--- config.mk ---
export PLATFORM = sky130hd
export DESIGN_NAME = otter_dmem_arbiter
export DESIGN_NICKNAME = d
export VERILOG_FILES = /design/src/rtl/otter_mem_pkg.sv /design/src/rtl/dmem_prio_arb.sv /design/src/rtl/otter_dmem_arbiter.sv
export SDC_FILE = /design/constraint.sdc
export NUM_CORES = 1
export LEC_CHECK = 0
export CORE_AREA = 2 2 120 122
export DETAILED_ROUTE_END_ITERATION = 7
export DIE_AREA = 0 0 122 124
export MAX_ROUTING_LAYER = met4
export PLACE_DENSITY_LB_ADDON = 0.15
export SLEW_MARGIN = 25
export SYNTH_ARGS = -nofsm -noshare
export SYNTH_HDL_FRONTEND = slang
export SYNTH_SLANG_ARGS = --single-unit
--- constraint.sdc ---
create_clock -name CLK -period 3.6 [get_ports CLK]
set_input_delay 0.72 -clock CLK [delete_from_list [all_inputs] [get_ports CLK]]
set_output_delay 0.72 -clock CLK [all_outputs]
set_load 0.005 [all_outputs]
--- src/rtl/otter_mem_pkg.sv ---
// Shared types for the OTTER data-memory port arbiter.
package otter_mem_pkg;

  // Access width as seen on the memory SIZE pins.
  typedef enum logic [1:0] {
    SZ_BYTE = 2'd0,
    SZ_HALF = 2'd1,
    SZ_WORD = 2'd2
  } mem_size_t;

  // Addresses at or above this go to memory-mapped IO; the arbiter treats them like RAM.
  localparam logic [31:0] MMIO_BASE = 32'h0001_0000;

  // One requester's access attributes, bundled for muxing.
  typedef struct packed {
    logic        we;
    logic [31:0] addr;
    logic [31:0] din;
    mem_size_t   size;
    logic        sign;
  } mem_req_t;

  // IDLE arbitrates; RD_DATA is the single data-return cycle of a load.
  typedef enum logic {
    IDLE    = 1'b0,
    RD_DATA = 1'b1
  } arb_state_t;

endpackage

--- src/rtl/dmem_prio_arb.sv ---
// Fixed-priority (M0) arbiter with a starvation counter that lets M1 win
// after MAX_WAIT consecutive lost requests.
module dmem_prio_arb #(
  parameter int MAX_WAIT = 4
) (
  input  logic clk,
  input  logic srst,
  input  logic arb_en_i,
  input  logic m0_req_i,
  input  logic m1_req_i,
  output logic m0_gnt_o,
  output logic m1_gnt_o
);

  localparam int CW = $clog2(MAX_WAIT + 1);
  localparam logic [CW-1:0] WAIT_MAX = CW'(MAX_WAIT);

  logic [CW-1:0] wait_cnt_q, wait_cnt_d;

  // Winner selection and starvation-counter next state; the counter only moves while arbitrating.
  always_comb begin
    m1_gnt_o   = arb_en_i && m1_req_i && (!m0_req_i || (wait_cnt_q == WAIT_MAX));
    m0_gnt_o   = arb_en_i && m0_req_i && !m1_gnt_o;
    wait_cnt_d = wait_cnt_q;
    if (arb_en_i) begin
      if (!m1_req_i || m1_gnt_o) begin
        wait_cnt_d = '0;
      end else if (wait_cnt_q != WAIT_MAX) begin
        wait_cnt_d = wait_cnt_q + CW'(1);
      end
    end
  end

  // Starvation counter register.
  always_ff @(posedge clk) begin
    if (srst) begin
      wait_cnt_q <= '0;
    end else begin
      wait_cnt_q <= wait_cnt_d;
    end
  end

endmodule

--- src/rtl/otter_dmem_arbiter.sv ---
// Two-master arbiter for the OTTER data-memory port. Stores complete in the
// grant cycle; loads hold address/size/sign for one extra cycle because the
// memory sizes and sign-extends DOUT2 from them combinationally.
module otter_dmem_arbiter
  import otter_mem_pkg::*;
#(
  parameter int MAX_WAIT = 4
) (
  input  logic        CLK,
  input  logic        RST,
  input  logic        M0_REQ,
  input  logic        M0_WE,
  input  logic [31:0] M0_ADDR,
  input  logic [31:0] M0_DIN,
  input  logic [1:0]  M0_SIZE,
  input  logic        M0_SIGN,
  input  logic        M1_REQ,
  input  logic        M1_WE,
  input  logic [31:0] M1_ADDR,
  input  logic [31:0] M1_DIN,
  input  logic [1:0]  M1_SIZE,
  input  logic        M1_SIGN,
  output logic        M0_GNT,
  output logic        M1_GNT,
  output logic        M0_RVALID,
  output logic        M1_RVALID,
  output logic [31:0] M0_RDATA,
  output logic [31:0] M1_RDATA,
  output logic        MEM_RDEN2,
  output logic        MEM_WE2,
  output logic [31:0] MEM_ADDR2,
  output logic [31:0] MEM_DIN2,
  output logic [1:0]  MEM_SIZE,
  output logic        MEM_SIGN,
  input  logic [31:0] MEM_DOUT2
);

  mem_req_t   m0_req, m1_req, sel_req;
  arb_state_t state_q, state_d;
  logic       owner_q, owner_d;   // 1 = M1 owns the outstanding load
  logic [31:0] addr_q, addr_d;
  mem_size_t  size_q, size_d;
  logic       sign_q, sign_d;
  logic       arb_en, gnt0, gnt1;
  logic       rvalid_q [2];
  logic [31:0] rdata_q [2];

  assign m0_req = '{we: M0_WE, addr: M0_ADDR, din: M0_DIN, size: mem_size_t'(M0_SIZE), sign: M0_SIGN};
  assign m1_req = '{we: M1_WE, addr: M1_ADDR, din: M1_DIN, size: mem_size_t'(M1_SIZE), sign: M1_SIGN};

  // Arbitration only happens in IDLE and never while reset is asserted.
  assign arb_en = (state_q == IDLE) && !RST;

  dmem_prio_arb #(
    .MAX_WAIT (MAX_WAIT)
  ) u_arb (
    .clk      (CLK),
    .srst     (RST),
    .arb_en_i (arb_en),
    .m0_req_i (M0_REQ),
    .m1_req_i (M1_REQ),
    .m0_gnt_o (gnt0),
    .m1_gnt_o (gnt1)
  );

  assign M0_GNT = gnt0;
  assign M1_GNT = gnt1;

  // Memory-port mux and next-state: winner drives the port in IDLE, hold registers in RD_DATA.
  always_comb begin
    state_d   = state_q;
    owner_d   = owner_q;
    addr_d    = addr_q;
    size_d    = size_q;
    sign_d    = sign_q;
    MEM_RDEN2 = 1'b0;
    MEM_WE2   = 1'b0;
    MEM_ADDR2 = '0;
    MEM_DIN2  = '0;
    MEM_SIZE  = SZ_BYTE;
    MEM_SIGN  = 1'b0;
    sel_req   = gnt1 ? m1_req : m0_req;
    case (state_q)
      IDLE: begin
        if (gnt0 || gnt1) begin
          MEM_ADDR2 = sel_req.addr;
          MEM_DIN2  = sel_req.din;
          MEM_SIZE  = sel_req.size;
          MEM_SIGN  = sel_req.sign;
          if (sel_req.we) begin
            MEM_WE2 = 1'b1;
          end else begin
            MEM_RDEN2 = 1'b1;
            owner_d   = gnt1;
            addr_d    = sel_req.addr;
            size_d    = sel_req.size;
            sign_d    = sel_req.sign;
            state_d   = RD_DATA;
          end
        end
      end
      RD_DATA: begin
        MEM_ADDR2 = addr_q;
        MEM_SIZE  = size_q;
        MEM_SIGN  = sign_q;
        state_d   = IDLE;
      end
      default: state_d = IDLE;
    endcase
  end

  // State and load-hold registers.
  always_ff @(posedge CLK) begin
    if (RST) begin
      state_q <= IDLE;
      owner_q <= 1'b0;
      addr_q  <= '0;
      size_q  <= SZ_BYTE;
      sign_q  <= 1'b0;
    end else begin
      state_q <= state_d;
      owner_q <= owner_d;
      addr_q  <= addr_d;
      size_q  <= size_d;
      sign_q  <= sign_d;
    end
  end

  // Per-port load return: capture DOUT2 at the end of RD_DATA into the owner's data register.
  for (genvar gi = 0; gi < 2; gi++) begin : g_ret
    always_ff @(posedge CLK) begin
      if (RST) begin
        rvalid_q[gi] <= 1'b0;
        rdata_q[gi]  <= '0;
      end else begin
        rvalid_q[gi] <= (state_q == RD_DATA) && (owner_q == 1'(gi));
        if ((state_q == RD_DATA) && (owner_q == 1'(gi))) begin
          rdata_q[gi] <= MEM_DOUT2;
        end
      end
    end
  end

  assign M0_RVALID = rvalid_q[0];
  assign M1_RVALID = rvalid_q[1];
  assign M0_RDATA  = rdata_q[0];
  assign M1_RDATA  = rdata_q[1];

endmodule

; ---- Word level (Yosys, flattened, before mapping)
; Memories as Yosys holds them, arrays and structs flattened.
; Index checks and enable logic that the tools add are counted.
[word_totals]
mem_count = 2
mem_bits_rw = 66
reg_bits = 40
input_bits = 172
[mem_list]
columns = name, depth, width, rd, rd_ports_with_merged_regs, wr, line
row1 = rdata_q, 2, 32, 2, 0, 2, otter_dmem_arbiter.sv:46  ; logic [31:0] rdata_q [2];
row2 = rvalid_q, 2, 1, 2, 0, 2, otter_dmem_arbiter.sv:45  ; logic rvalid_q [2];
[op_classes]
n_eq_ne = 2
addsub = 1
reduce_logical = 17
n_mux = 31
bitwise_logic = 7
[op_table]
columns = op, n
row1 = 32-bit 2-to-1 mux, 5
row2 = 68-bit 2-to-1 mux, 1
row3 = 32-bit one-hot mux with 2 select lines, 1
row4 = 1-bit 2-to-1 mux, 18
row5 = 1-bit logical AND, 7
row6 = 3-bit 2-to-1 mux, 2
row7 = 1-bit zero test, 4
row8 = 1-bit bitwise OR, 4
row9 = 1-bit one-hot mux with 2 select lines, 2
row10 = 2-bit one-hot mux with 2 select lines, 1
row11 = "3-bit by 1-bit adder with 3-bit output, second input constant", 1
row12 = "3-bit equality test, second input constant", 1
row13 = 1-bit logical OR, 3
row14 = "3-bit != test, second input constant", 1
row15 = 1-bit NOT, 3
row16 = 3-bit AND reduction, 1
row17 = 2-bit 2-to-1 mux, 1
row18 = 2-bit AND reduction, 1
row19 = 2-bit nonzero test, 1

; ---- Depth between registers and ports, before layout
; Gate-level depths: netlist (run 1).
[logic_depth]
word_depth = 9
mapped_depth = 10
depth_no_buf = 8

; ---- By module
; From an unflattened synthesis (run 1), not the netlist that was laid out.
[hier_totals]
hier_cells = 537
hier_area_um2 = 5708.0
[modules_own_cells]
columns = module, area_per_inst_um2, seq_area_each_um2, cells_each, n_inst
row1 = otter_dmem_arbiter, 5509.0, 2702.6, 514, 1
row2 = dmem_prio_arb, 198.9, 60.1, 23, 1

; ---- Worst setup path before layout (run 1)
; No wires, ideal clock.
[synth_path]
kind = input to output
start = input port RST
end = output port MEM_ADDR2[25]
slack_ns = 1.037
arrival_time_ns = 1.843
n_path_buf = 3
path_stages = 6
cell_sequence = buf_2 nor2_2 o21ai_0 clkbuf_1 buf_1 o21ai_1
[synth_via]
elab_chain_cells = 9
elab_cells_between_ends = 11
classes_between = mux: 3 / reduce/logical: 8
[synth_lines]
columns = element, line
row1 = "start, declared", otter_dmem_arbiter.sv:10  ; input logic RST,
row2 = 1-bit zero test *, otter_dmem_arbiter.sv:52  ; assign arb_en = (state_q == IDLE) && !RST;
row3 = 1-bit logical AND *, otter_dmem_arbiter.sv:52
row4 = 1-bit logical AND (2 in a row), dmem_prio_arb.sv:22  ; m1_gnt_o = arb_en_i && m1_req_i && (!m0_req_i || (wait_cnt_q == WAIT_MAX));
row5 = 1-bit zero test, dmem_prio_arb.sv:23  ; m0_gnt_o = arb_en_i && m0_req_i && !m1_gnt_o;
row6 = 1-bit logical AND, dmem_prio_arb.sv:23
row7 = 1-bit logical OR, otter_dmem_arbiter.sv:85  ; if (gnt0 || gnt1) begin
row8 = 32-bit 2-to-1 mux *, otter_dmem_arbiter.sv:85
row9 = 32-bit one-hot mux with 2 select lines *, otter_dmem_arbiter.sv:83  ; case (state_q)
row10 = "end, declared", otter_dmem_arbiter.sv:31  ; output logic [31:0] MEM_ADDR2,
; Mark *: on every way between the ends. The rest lies on a longest branch, timed or not.

; ---- Worst setup path after layout (run 1)
[layout_path]
start = input port M0_REQ
end = output port MEM_ADDR2[11]
[layout_via]
elab_chain_cells = 8
elab_cells_between_ends = 10
classes_between = mux: 3 / reduce/logical: 7
[layout_lines]
columns = element, line
row1 = "start, declared", otter_dmem_arbiter.sv:11  ; input logic M0_REQ,
row2 = 1-bit zero test, dmem_prio_arb.sv:22
row3 = 1-bit logical OR, dmem_prio_arb.sv:22
row4 = 1-bit logical AND, dmem_prio_arb.sv:22
row5 = 1-bit zero test, dmem_prio_arb.sv:23
row6 = 1-bit logical AND, dmem_prio_arb.sv:23
row7 = 1-bit logical OR, otter_dmem_arbiter.sv:85
row8 = 32-bit 2-to-1 mux *, otter_dmem_arbiter.sv:85
row9 = 32-bit one-hot mux with 2 select lines *, otter_dmem_arbiter.sv:83
; Marked as above.

==> results.sh, run 1 <==
export IMPL_status="finished clean"
export IMPL_power_per_cell_area_nw_per_um2=343
export IMPL_synth_seq_cells=106
export IMPL_cp_max_fo=36
export IMPL_slew_headroom_pct=58.9
export IMPL_numCtsBuffers=9
export IMPL_p_leak_uw=0.00368
export IMPL_routed_wl_um=16800
export IMPL_drt_antenna_violating_nets=0
export IMPL_vias=4977
export IMPL_cts_tree="built"
export IMPL_irDropWorstVdd_mv=0.238
export IMPL_end_kind="output port"
export IMPL_drc_errors=0
export IMPL_rows=43
export IMPL_finalSetupViolCount=0
export IMPL_grt_start_max_net_pins=43
export IMPL_cts_setup_buffers=0
export IMPL_synth_edf_count=64
export IMPL_worstMarginPinSlew_ps=616
export IMPL_wl_per_cell_um=16.5
export IMPL_cp_start_kind="input pin"
export IMPL_die_area_um2=15100
export IMPL_cts_max_level=3
export IMPL_ctsResizeCount=0
export IMPL_async_flop_share_pct=0
export IMPL_multiInputGateArea_um2=2350
export IMPL_synth_cells=536
export IMPL_rsz0062_at_grt="no"
export IMPL_syn_avg_cell_area_um2=9.96
export IMPL_synth_largest_area_cell="edfxtp_1"
export IMPL_vias_per_cell=4.89
export IMPL_insertion_delay_ps=340
export IMPL_fillers=1109
export IMPL_die_height_um=124
export IMPL_nets=1006
export IMPL_synth_seq_area_share_pct=51.7
export IMPL_drive_gt1_share_pct=6.33
export IMPL_critPathArrivalTime_ps=2790
export IMPL_seqCellArea_um2=2760
export IMPL_synth_commonest_cells="nand2_1, and2_1, edfxtp_1, mux2i_1, dfxtp_1"
export IMPL_grt_pass1_vias=5134
export IMPL_insertedDiodeCount=0
export IMPL_total_power_uw=3080
export IMPL_root_buffer="clkbuf_16"
export IMPL_core_um2=13700
export IMPL_period_minus_slack_ps=3510
export IMPL_grt_pass1_wl_um=25200
export IMPL_syn_area_um2=5340
export IMPL_die_w_um=122
export IMPL_syn_nets=710
export IMPL_hold_viol_final=0
export IMPL_cts_sinks=106
export IMPL_synth_most_common_cell="nand2_1"
export IMPL_fmax_mhz=285
export IMPL_tns_ps=0
export IMPL_synth_area_leaders="edfxtp_1, dfxtp_1, mux2i_1"
export IMPL_routabilityCongestion=0.974
export IMPL_crit_type="in -> out"
export IMPL_ys_flop_type="edfxtp_1"
export IMPL_worstPathRequired_ps=2880
export IMPL_areaGrowthSynthToFinish_pct=67.9
export IMPL_portBuffers=308
export IMPL_ys_warn_count=0
export IMPL_drtIter0Drc=296
export IMPL_drv_slew=0
export IMPL_cts_buffer_depth=2
export IMPL_max_cap_violations=0
export IMPL_antenna_found_initial=0
export IMPL_grt_use_total_pct=22.2
export IMPL_synth_distinct_cells=36
export IMPL_first_pass_iters=5
export IMPL_clk_pin_slew_ps=70
export IMPL_ios=309
export IMPL_overflow=0
export IMPL_synth_top_area_share_pct=36.0
export IMPL_hold_buffers=0
export IMPL_skew_ps=8.42
export IMPL_min_path_type="reg -> reg"
export IMPL_fin_crit_sh_pct=97.6
export IMPL_hpwl_um=12700
export IMPL_initial_core_util_pct=38.9
[final timing paths]
kind / from / endpoint / slack, ps / cells after the start
max: M0_REQ / MEM_ADDR2[11] / 90 / 7
min: addr_q[30]$_SDFFE_PP0P_ / addr_q[30]$_SDFFE_PP0P_ / 480 / 2
max reg2reg: u_arb.wait_cnt_q[0]$_SDFFE_PP0P_ / addr_q[12]$_SDFFE_PP0P_ / 1290 / 8
min reg2reg: addr_q[30]$_SDFFE_PP0P_ / addr_q[30]$_SDFFE_PP0P_ / 480 / 2
[layout by cell type, fill, tap and decap left out, drive strengths merged]
cell type and instances:
clkdlybuf4s50 307, nand2 104, mux2i 64, and2 64, edfxtp 64, dfxtp 42, o21ai 37, a21oi 36
nand2b 28, buf 20, inv 18, clkbuf 10, nor3 6, nor4 6, a2111oi 6, nor3b 4
nor2 3, a21o 2, and4 2, ha 2, a21bo 1, and3 1, a211o 1, o2111ai 1
a31oi 1, o32ai 1, nor2b 1, o211ai 1, a22oi 1, bufinv 1, clkinvlp 1, clkinv 1
[flip-flops by register name (all words and copies together) (netlist names)]
register,flops
rdata_q,64
addr_q,32
u_arb.wait_cnt_q,3
rvalid_q,2
size_q,2
owner_q,1
sign_q,1
state_q,1
[critical path, cell delays in order]
cell,delay [ps]
clkdlybuf4s50_1,490
a21bo_2,270
nand2_4,100
buf_12,250
mux2i_1,330
o21ai_1,100
clkdlybuf4s50_1,500
[metrics by stage]
step                utilization [%]  setup WS [ps]  area, um^2  hold WS [ps]  cells
finish                         65.4           86.2        8970           477   1017
global route                   65.4          0.174        8970           501   1017
CTS                            65.4           95.0        8970           480   1017
detailed placement             63.2            103        8660           467   1001
global placement               63.2            153        8660           461   1001
floorplan                         -           1040        5340           452    536
[per-layer routing]
layer	GRT usage [%]	vias to the layer above	wire length, um
li1	-	2431	-
met1	23.2	2319	6090
met2	41.3	200	9230
met3	3.66	27	1050
met4	9.55	0	433
met5	-	-	0
[where the power goes]
part / internal, uW / total (uW) / leakage [uW] / switching, uW
combinational: 423 / 681 / 0.00252 / 258
sequential: 1360 / 1390 / 0.00101 / 32.4
clock: 551 / 1000 / 0.000146 / 450
total: 2340 / 3080 / 0.00368 / 741
[layout make-up]
class / count / area share [%]
Clock buffer: 10 / 2.55
Timing Repair Buffer: 327 / 36.5
Inverter: 15 / 0.628
Tap cell: 180 / 2.51
Clock inverter: 6 / 0.837
Multi-Input combinational cell: 373 / 26.2
Sequential cell: 106 / 30.8
[cells by family after synthesis]
| group | count (synthesis) | share of synthesized area (%) |
|---|---|---|
| muxes | 64 | 12.0 |
| buffers and inverters | 57 | 4.78 |
| DFF | 106 | 51.7 |
| AOI/OAI and AO/OA | 88 | 10.0 |
| adders and majority gates | 2 | 0.469 |
| and+or+nand+nor | 219 | 21.0 |
No activity file was read; power rests on OpenSTA's default activity.
==> inputs of run 2 (changes only) <==
--- a/config.mk
+++ b/config.mk
@@ -9,7 +9,7 @@
 export DETAILED_ROUTE_END_ITERATION = 7
 export DIE_AREA = 0 0 122 124
 export MAX_ROUTING_LAYER = met4
-export PLACE_DENSITY_LB_ADDON = 0.15
+export PLACE_DENSITY = 0.82
 export SLEW_MARGIN = 25
 export SYNTH_ARGS = -nofsm -noshare
 export SYNTH_HDL_FRONTEND = slang
==> run 2 against run 1 <==
  * Register-to-register slack better by 30 ps
  * Sequential cell count unchanged
  * Clock-buffer cell count down 1
  * Highest routed layer unchanged
  * Critical path type unchanged
==> results.sh, run 2 (synthesis gave the netlist of run 1 again) <==
export IMPL_worstPathRequired_ps=2880
export IMPL_irDropWorstVdd_mv=0.237
export IMPL_crit_slowest_cell="clkdlybuf4s50_1"
export IMPL_status="finished clean"
export IMPL_power_per_cell_area_nw_per_um2=345
export IMPL_critical_path_max_stage_delay_ps=560
export IMPL_cts_setup_buffers=0
export IMPL_worstMarginPinSlew_ps=600
export IMPL_fillers=1119
export IMPL_hold_buffers=0
export IMPL_numCtsBuffers=9
export IMPL_ios=309
export IMPL_layout_setup_ws_ps=60.8
export IMPL_antenna_found_initial=0
export IMPL_end_kind="output port"
export IMPL_cts_buffer_depth=2
export IMPL_clk_pin_slew_ps=70
export IMPL_fmax_mhz=283
export IMPL_cp_max_fo=24
export IMPL_top_regs="rdata_q: 64 flops, addr_q: 32 flops, u_arb.wait_cnt_q: 3 flops"
export IMPL_insertion_delay_ps=350
export IMPL_crit_top_cell="clkdlybuf4s50_1"
export IMPL_grt_pass1_wl_um=26800
export IMPL_nets=1005
export IMPL_rsz0062_at_grt="yes"
export IMPL_crit_type="in -> out"
export IMPL_slew_headroom_pct=60.0
export IMPL_initial_core_util_pct=38.9
export IMPL_max_cap_violations=0
export IMPL_portBuffers=308
export IMPL_die_w_um=122
export IMPL_routabilityCongestion=0.953
export IMPL_overflow=0
export IMPL_areaGrowthSynthToFinish_pct=68.2
export IMPL_drt_antenna_violating_nets=0
export IMPL_r2r_start="u_arb.wait_cnt_q[0]$_SDFFE_PP0P_"
export IMPL_drtIter0Drc=355
export IMPL_drv_slew=0
export IMPL_startpoint="M0_REQ"
export IMPL_first_pass_iters=4
export IMPL_cts_sinks=106
export IMPL_wl_per_cell_um=17.7
export IMPL_root_buffer="clkbuf_16"
export IMPL_grt_use_total_pct=23.9
export IMPL_grt_pass1_vias=5140
export IMPL_vias_per_cell=4.98
export IMPL_tns_ps=0
export IMPL_fin_crit_sh_pct=98.3
export IMPL_critPathArrivalTime_ps=2820
export IMPL_die_area_um2=15100
export IMPL_period_minus_slack_ps=3540
export IMPL_hpwl_um=14000
export IMPL_multiInputGateArea_um2=2370
export IMPL_ctsResizeCount=0
export IMPL_drive_gt1_share_pct=7.18
export IMPL_skew_ps=11.4
export IMPL_core_um2=13700
export IMPL_vias=5058
export IMPL_die_height_um=124
export IMPL_insertedDiodeCount=0
export IMPL_layout_common_cells="clkdlybuf4s50_1, nand2_1, and2_1, edfxtp_1, mux2i_1"
export IMPL_cts_max_level=3
export IMPL_cp_start_kind="input pin"
export IMPL_worstHoldStart="addr_q[12]$_SDFFE_PP0P_"
export IMPL_top_register="rdata_q"
export IMPL_drc_errors=0
export IMPL_final_common_cell="clkdlybuf4s50_1"
export IMPL_seqCellArea_um2=2760
export IMPL_dp_slack_ps=51.8
export IMPL_min_path_type="reg -> reg"
export IMPL_grt_start_max_net_pins=54
export IMPL_largest_reg_flops=64
export IMPL_finalSetupViolCount=0
export IMPL_routed_wl_um=18000
export IMPL_cts_tree="built"
export IMPL_p_leak_uw=0.00366
export IMPL_hold_viol_final=0
export IMPL_rows=43
export IMPL_path_cells="clkdlybuf4s50_1, a21bo_2, nand2_4, buf_4, nand2_1, a21oi_1, clkdlybuf4s50_1"
-- run 2: cell count changes in the layout (fill, tap and decap cells not counted), moves of 2 or more --
cell	delta
mux2i_2	+4
a21oi_2	+2
mux2i_1	-4
a21oi_1	-2
-- run 2: routing by layer --
metal  vias up  routed length (um)  GRT usage (%)  part of all wire [%]
li1       2427                   -              -                     -
met1      2370                6760           25.3                    38
met2       228                9130           42.7                    51
met3        33                1570           6.96                   8.7
met4         0                 498           8.05                   2.8
met5         -                   0              -                     0
-- run 2: worst max-delay path: cells and delay by family --
kind	cells	cell delay (ps)
buf+inv	3	1320
compound gates	2	540
simple gates	2	230
-- run 2: path summary, 6_finish.rpt --
| check | to | slack [ps] | depth (start not counted) |
|---|---|---|---|
| setup / recovery | MEM_DIN2[26] | 60 | 7 |
| hold / removal | addr_q[12]$_SDFFE_PP0P_ | 480 | 2 |
| setup reg to reg | size_q[0]$_SDFFE_PP0P_ | 1320 | 8 |
| hold reg to reg | addr_q[12]$_SDFFE_PP0P_ | 480 | 2 |
-- run 2: layout make-up --
cell class	count	share of cell area (%)
sequential	106	30.8
timing repair buffer	326	36.2
clock buffer	9	2.51
tap	180	2.51
multi-input combinational	373	26.4
clock inverter	7	0.961
inverter	15	0.627
-- run 2: power breakdown --
| group | switching [uW] | internal, uW |
|---|---|---|
| sequential | 33.5 | 1360 |
| combinational | 267 | 423 |
| clock | 460 | 553 |
-- run 2: through the flow --
step / instance area [um^2] / total power [uW] / hold WS [ps] / std cells / utilization, %
global route: 8980 / 3220 / 503 / 1016 / 65.5
finish: 8980 / 3100 / 477 / 1016 / 65.5
detailed placement: 8650 / 2110 / 468 / 1000 / 63.0
floorplan: 5340 / 1650 / 452 / 536 / -
global placement: 8650 / 2100 / 461 / 1000 / 63.0
CTS: 8960 / 3120 / 479 / 1016 / 65.3
==> inputs of run 3 (changes only) <==
--- a/config.mk
+++ b/config.mk
@@ -5,12 +5,14 @@
 export SDC_FILE = /design/constraint.sdc
 export NUM_CORES = 1
 export LEC_CHECK = 0
-export CORE_AREA = 2 2 120 122
+export CORE_MARGIN = 2
+export CORE_UTILIZATION = 43
+export CTS_CLUSTER_DIAMETER = 100
 export DETAILED_ROUTE_END_ITERATION = 7
-export DIE_AREA = 0 0 122 124
 export MAX_ROUTING_LAYER = met4
-export PLACE_DENSITY = 0.82
+export PLACE_DENSITY = 0.87
 export SLEW_MARGIN = 25
 export SYNTH_ARGS = -nofsm -noshare
 export SYNTH_HDL_FRONTEND = slang
+export SYNTH_HIERARCHICAL = 1
 export SYNTH_SLANG_ARGS = --single-unit
==> run 3 against run 2 <==
  * Clock skew shrank 1.4 ps
  * Critical path depth up 2
  * Total power shrank 0.42%
  * Critical path type unchanged
  * Largest cell class unchanged
==> results.sh, run 3 <==
export IMPL_status="finished clean"
export IMPL_pwr_share_seq_pct=44.3
export IMPL_routed_wl_um=18100
export IMPL_synth_seq_area_share_pct=48.4
export IMPL_hold_viol_final=0
export IMPL_vias=5346
export IMPL_insertedDiodeCount=0
export IMPL_p_leak_uw=0.00335
export IMPL_grt_start_max_net_pins=111
export IMPL_top_register="rdata_q"
export IMPL_worstMarginPinSlew_ps=978
export IMPL_max_cap_violations=0
export IMPL_first_pass_iters=5
export IMPL_fillers=910
export IMPL_synth_largest_area_cell="edfxtp_1"
export IMPL_p_int_uw=2300
export IMPL_slew_headroom_pct=34.8
export IMPL_die_area_um2=14200
export IMPL_grt_pass1_vias=5261
export IMPL_largest_reg_flops=64
export IMPL_synth_edf_count=64
export IMPL_grt_pass1_wl_um=27600
export IMPL_period_minus_slack_ps=3520
export IMPL_async_flop_share_pct=0
export IMPL_path_cells="clkdlybuf4s50_1, nand2_1, nor2_4, nor2b_4, buf_12, clkbuf_16, a221oi_1, a21oi_1, clkdlybuf4s50_1"
export IMPL_worstPathRequired_ps=2880
export IMPL_pwr_share_comb_pct=25.2
export IMPL_swShare_pct=25.5
export IMPL_syn_avg_cell_area_um2=10.6
export IMPL_layout_common_cells="clkdlybuf4s50_1, and2_1, edfxtp_1"
export IMPL_rsz0062_at_grt="yes"
export IMPL_routabilityCongestion=0.910
export IMPL_cp_start_kind="input pin"
export IMPL_irDropWorstVdd_mv=0.266
export IMPL_top_regs="rdata_q: 64 flops, addr_q: 32 flops, u_arb/wait_cnt_q: 3 flops"
export IMPL_drc_errors=0
export IMPL_nets=1005
export IMPL_synth_seq_cells=106
export IMPL_critical_path_max_stage_delay_ps=510
export IMPL_die_height_um=119
export IMPL_p_sw_uw=788
export IMPL_cts_max_level=3
export IMPL_tns_ps=0
export IMPL_end_kind="output port"
export IMPL_insertion_delay_ps=340
export IMPL_grt_use_total_pct=25.0
export IMPL_rows=42
export IMPL_cts_buffer_depth=2
export IMPL_initial_core_util_pct=43.6
export IMPL_crit_type="in -> out"
export IMPL_crit_top_cell="clkdlybuf4s50_1"
export IMPL_cts_tree="built"
export IMPL_utilization_pct=71.9
export IMPL_crit_slowest_cell="clkdlybuf4s50_1"
export IMPL_final_common_cell="clkdlybuf4s50_1"
export IMPL_synth_distinct_cells=31
export IMPL_power_per_cell_area_nw_per_um2=328
export IMPL_overflow=0
export IMPL_critPathArrivalTime_ps=2800
export IMPL_antenna_found_initial=0
export IMPL_syn_nets=711
export IMPL_skew_ps=10.0
export IMPL_synth_top_area_share_pct=33.7
export IMPL_areaGrowthSynthToFinish_pct=64.9
export IMPL_hold_buffers=0
export IMPL_finalSetupViolCount=0
export IMPL_ys_warn_count=6
export IMPL_hpwl_um=13200
export IMPL_synth_cells=537
export IMPL_drive_gt1_share_pct=10.5
export IMPL_drt_antenna_violating_nets=0
export IMPL_clk_pin_slew_ps=70
export IMPL_vias_per_cell=5.28
export IMPL_min_path_type="reg -> reg"
export IMPL_cp_max_fo=18
export IMPL_cts_sinks=106
export IMPL_numCtsBuffers=9
export IMPL_synth_commonest_cells="and2_1, edfxtp_1, dfxtp_1, inv_1, a221oi_1"
export IMPL_syn_area_um2=5710
export IMPL_core_um2=13100
export IMPL_ios=309
export IMPL_drv_slew=0
export IMPL_die_w_um=119
export IMPL_fmax_mhz=284
export IMPL_wl_per_cell_um=17.9
export IMPL_drtIter0Drc=356
export IMPL_root_buffer="clkbuf_16"
export IMPL_synth_area_leaders="edfxtp_1, dfxtp_1, a221oi_2"
export IMPL_ys_flop_type="edfxtp_1"
export IMPL_clkPwrFrac_pct=30.6
export IMPL_fin_crit_sh_pct=97.8
export IMPL_portBuffers=308
run 3: worst paths after layout:
| kind | from | end | slack, ps | depth (start not counted) |
|---|---|---|---|---|
| worst min-delay path | addr_q[3]$_SDFFE_PP0P_ | addr_q[3]$_SDFFE_PP0P_ | 480 | 2 |
| worst max-delay path | M1_REQ | MEM_SIGN | 80 | 9 |
| worst max register to register | u_arb/wait_cnt_q[0]$_SDFFE_PP0P_ | addr_q[8]$_SDFFE_PP0P_ | 1110 | 9 |
| worst min register to register | addr_q[3]$_SDFFE_PP0P_ | addr_q[3]$_SDFFE_PP0P_ | 480 | 2 |
run 3: area by class of cell:
class / instances / area [um^2] / share of cell area (%)
Sequential cell: 106 / 2770 / 29.4
Multi-Input combinational cell: 338 / 2590 / 27.5
Clock buffer: 9 / 225 / 2.39
Inverter: 41 / 154 / 1.63
Tap cell: 176 / 220 / 2.34
Timing Repair Buffer: 335 / 3390 / 36.0
Clock inverter: 7 / 67.6 / 0.718
run 3: power by group through the flow:
| stage | logic [uW] | registers, uW | clock network (uW) |
|---|---|---|---|
| floorplan | 287 | 1390 | 0 |
| global placement | 732 | 1390 | 0 |
| detailed placement | 750 | 1390 | 0 |
| CTS | 755 | 1370 | 961 |
| global route | 830 | 1370 | 1000 |
| finish | 776 | 1370 | 943 |
run 3: cells by family (layout without fill, tap and decap cells):
group	after synthesis	in the layout	synth area share [%]
AND/OR/NAND/NOR	153	153	14.9
AO/OA/AOI/OAI	150	150	23.1
flip-flops	106	106	48.4
buffers and inverters	93	392	7.34
multiplexers	33	33	5.79
adder cells (fa/ha/maj)	2	2	0.438
run 3: what timing repair did:
item / 4_1_cts / 5_1_grt
buffers inserted: 0 / 2
setup endpoints to repair: 0 / 29
resized for setup: 0 / 8
run 3: critical path: cells and delay by family:
family | cells | cell delay [ps]
buffers and inverters | 4 | 1310
AOI/OAI and AO/OA | 2 | 350
and+or+nand+nor | 3 | 420
run 3: stage by stage:
step	instance area [um^2]	hold slack, ps	std cells	power, uW	worst slack [ps]
4_1_cts	9260	482	1007	3080	18.1
3_5_place_dp	8970	469	991	2140	30.0
5_1_grt	9410	491	1012	3210	-5.39
6_report	9410	481	1012	3090	79.1
3_3_place_gp	8970	460	991	2120	61.4
2_1_floorplan	5710	450	537	1680	462
run 3: per-layer routing:
metal	track usage (%)	wire length, um	vias up
met1	30.6	7310	2513
met5	-	0	-
li1	-	-	2573
met2	41.2	8930	237
met4	6.77	301	0
met3	6.56	1580	23
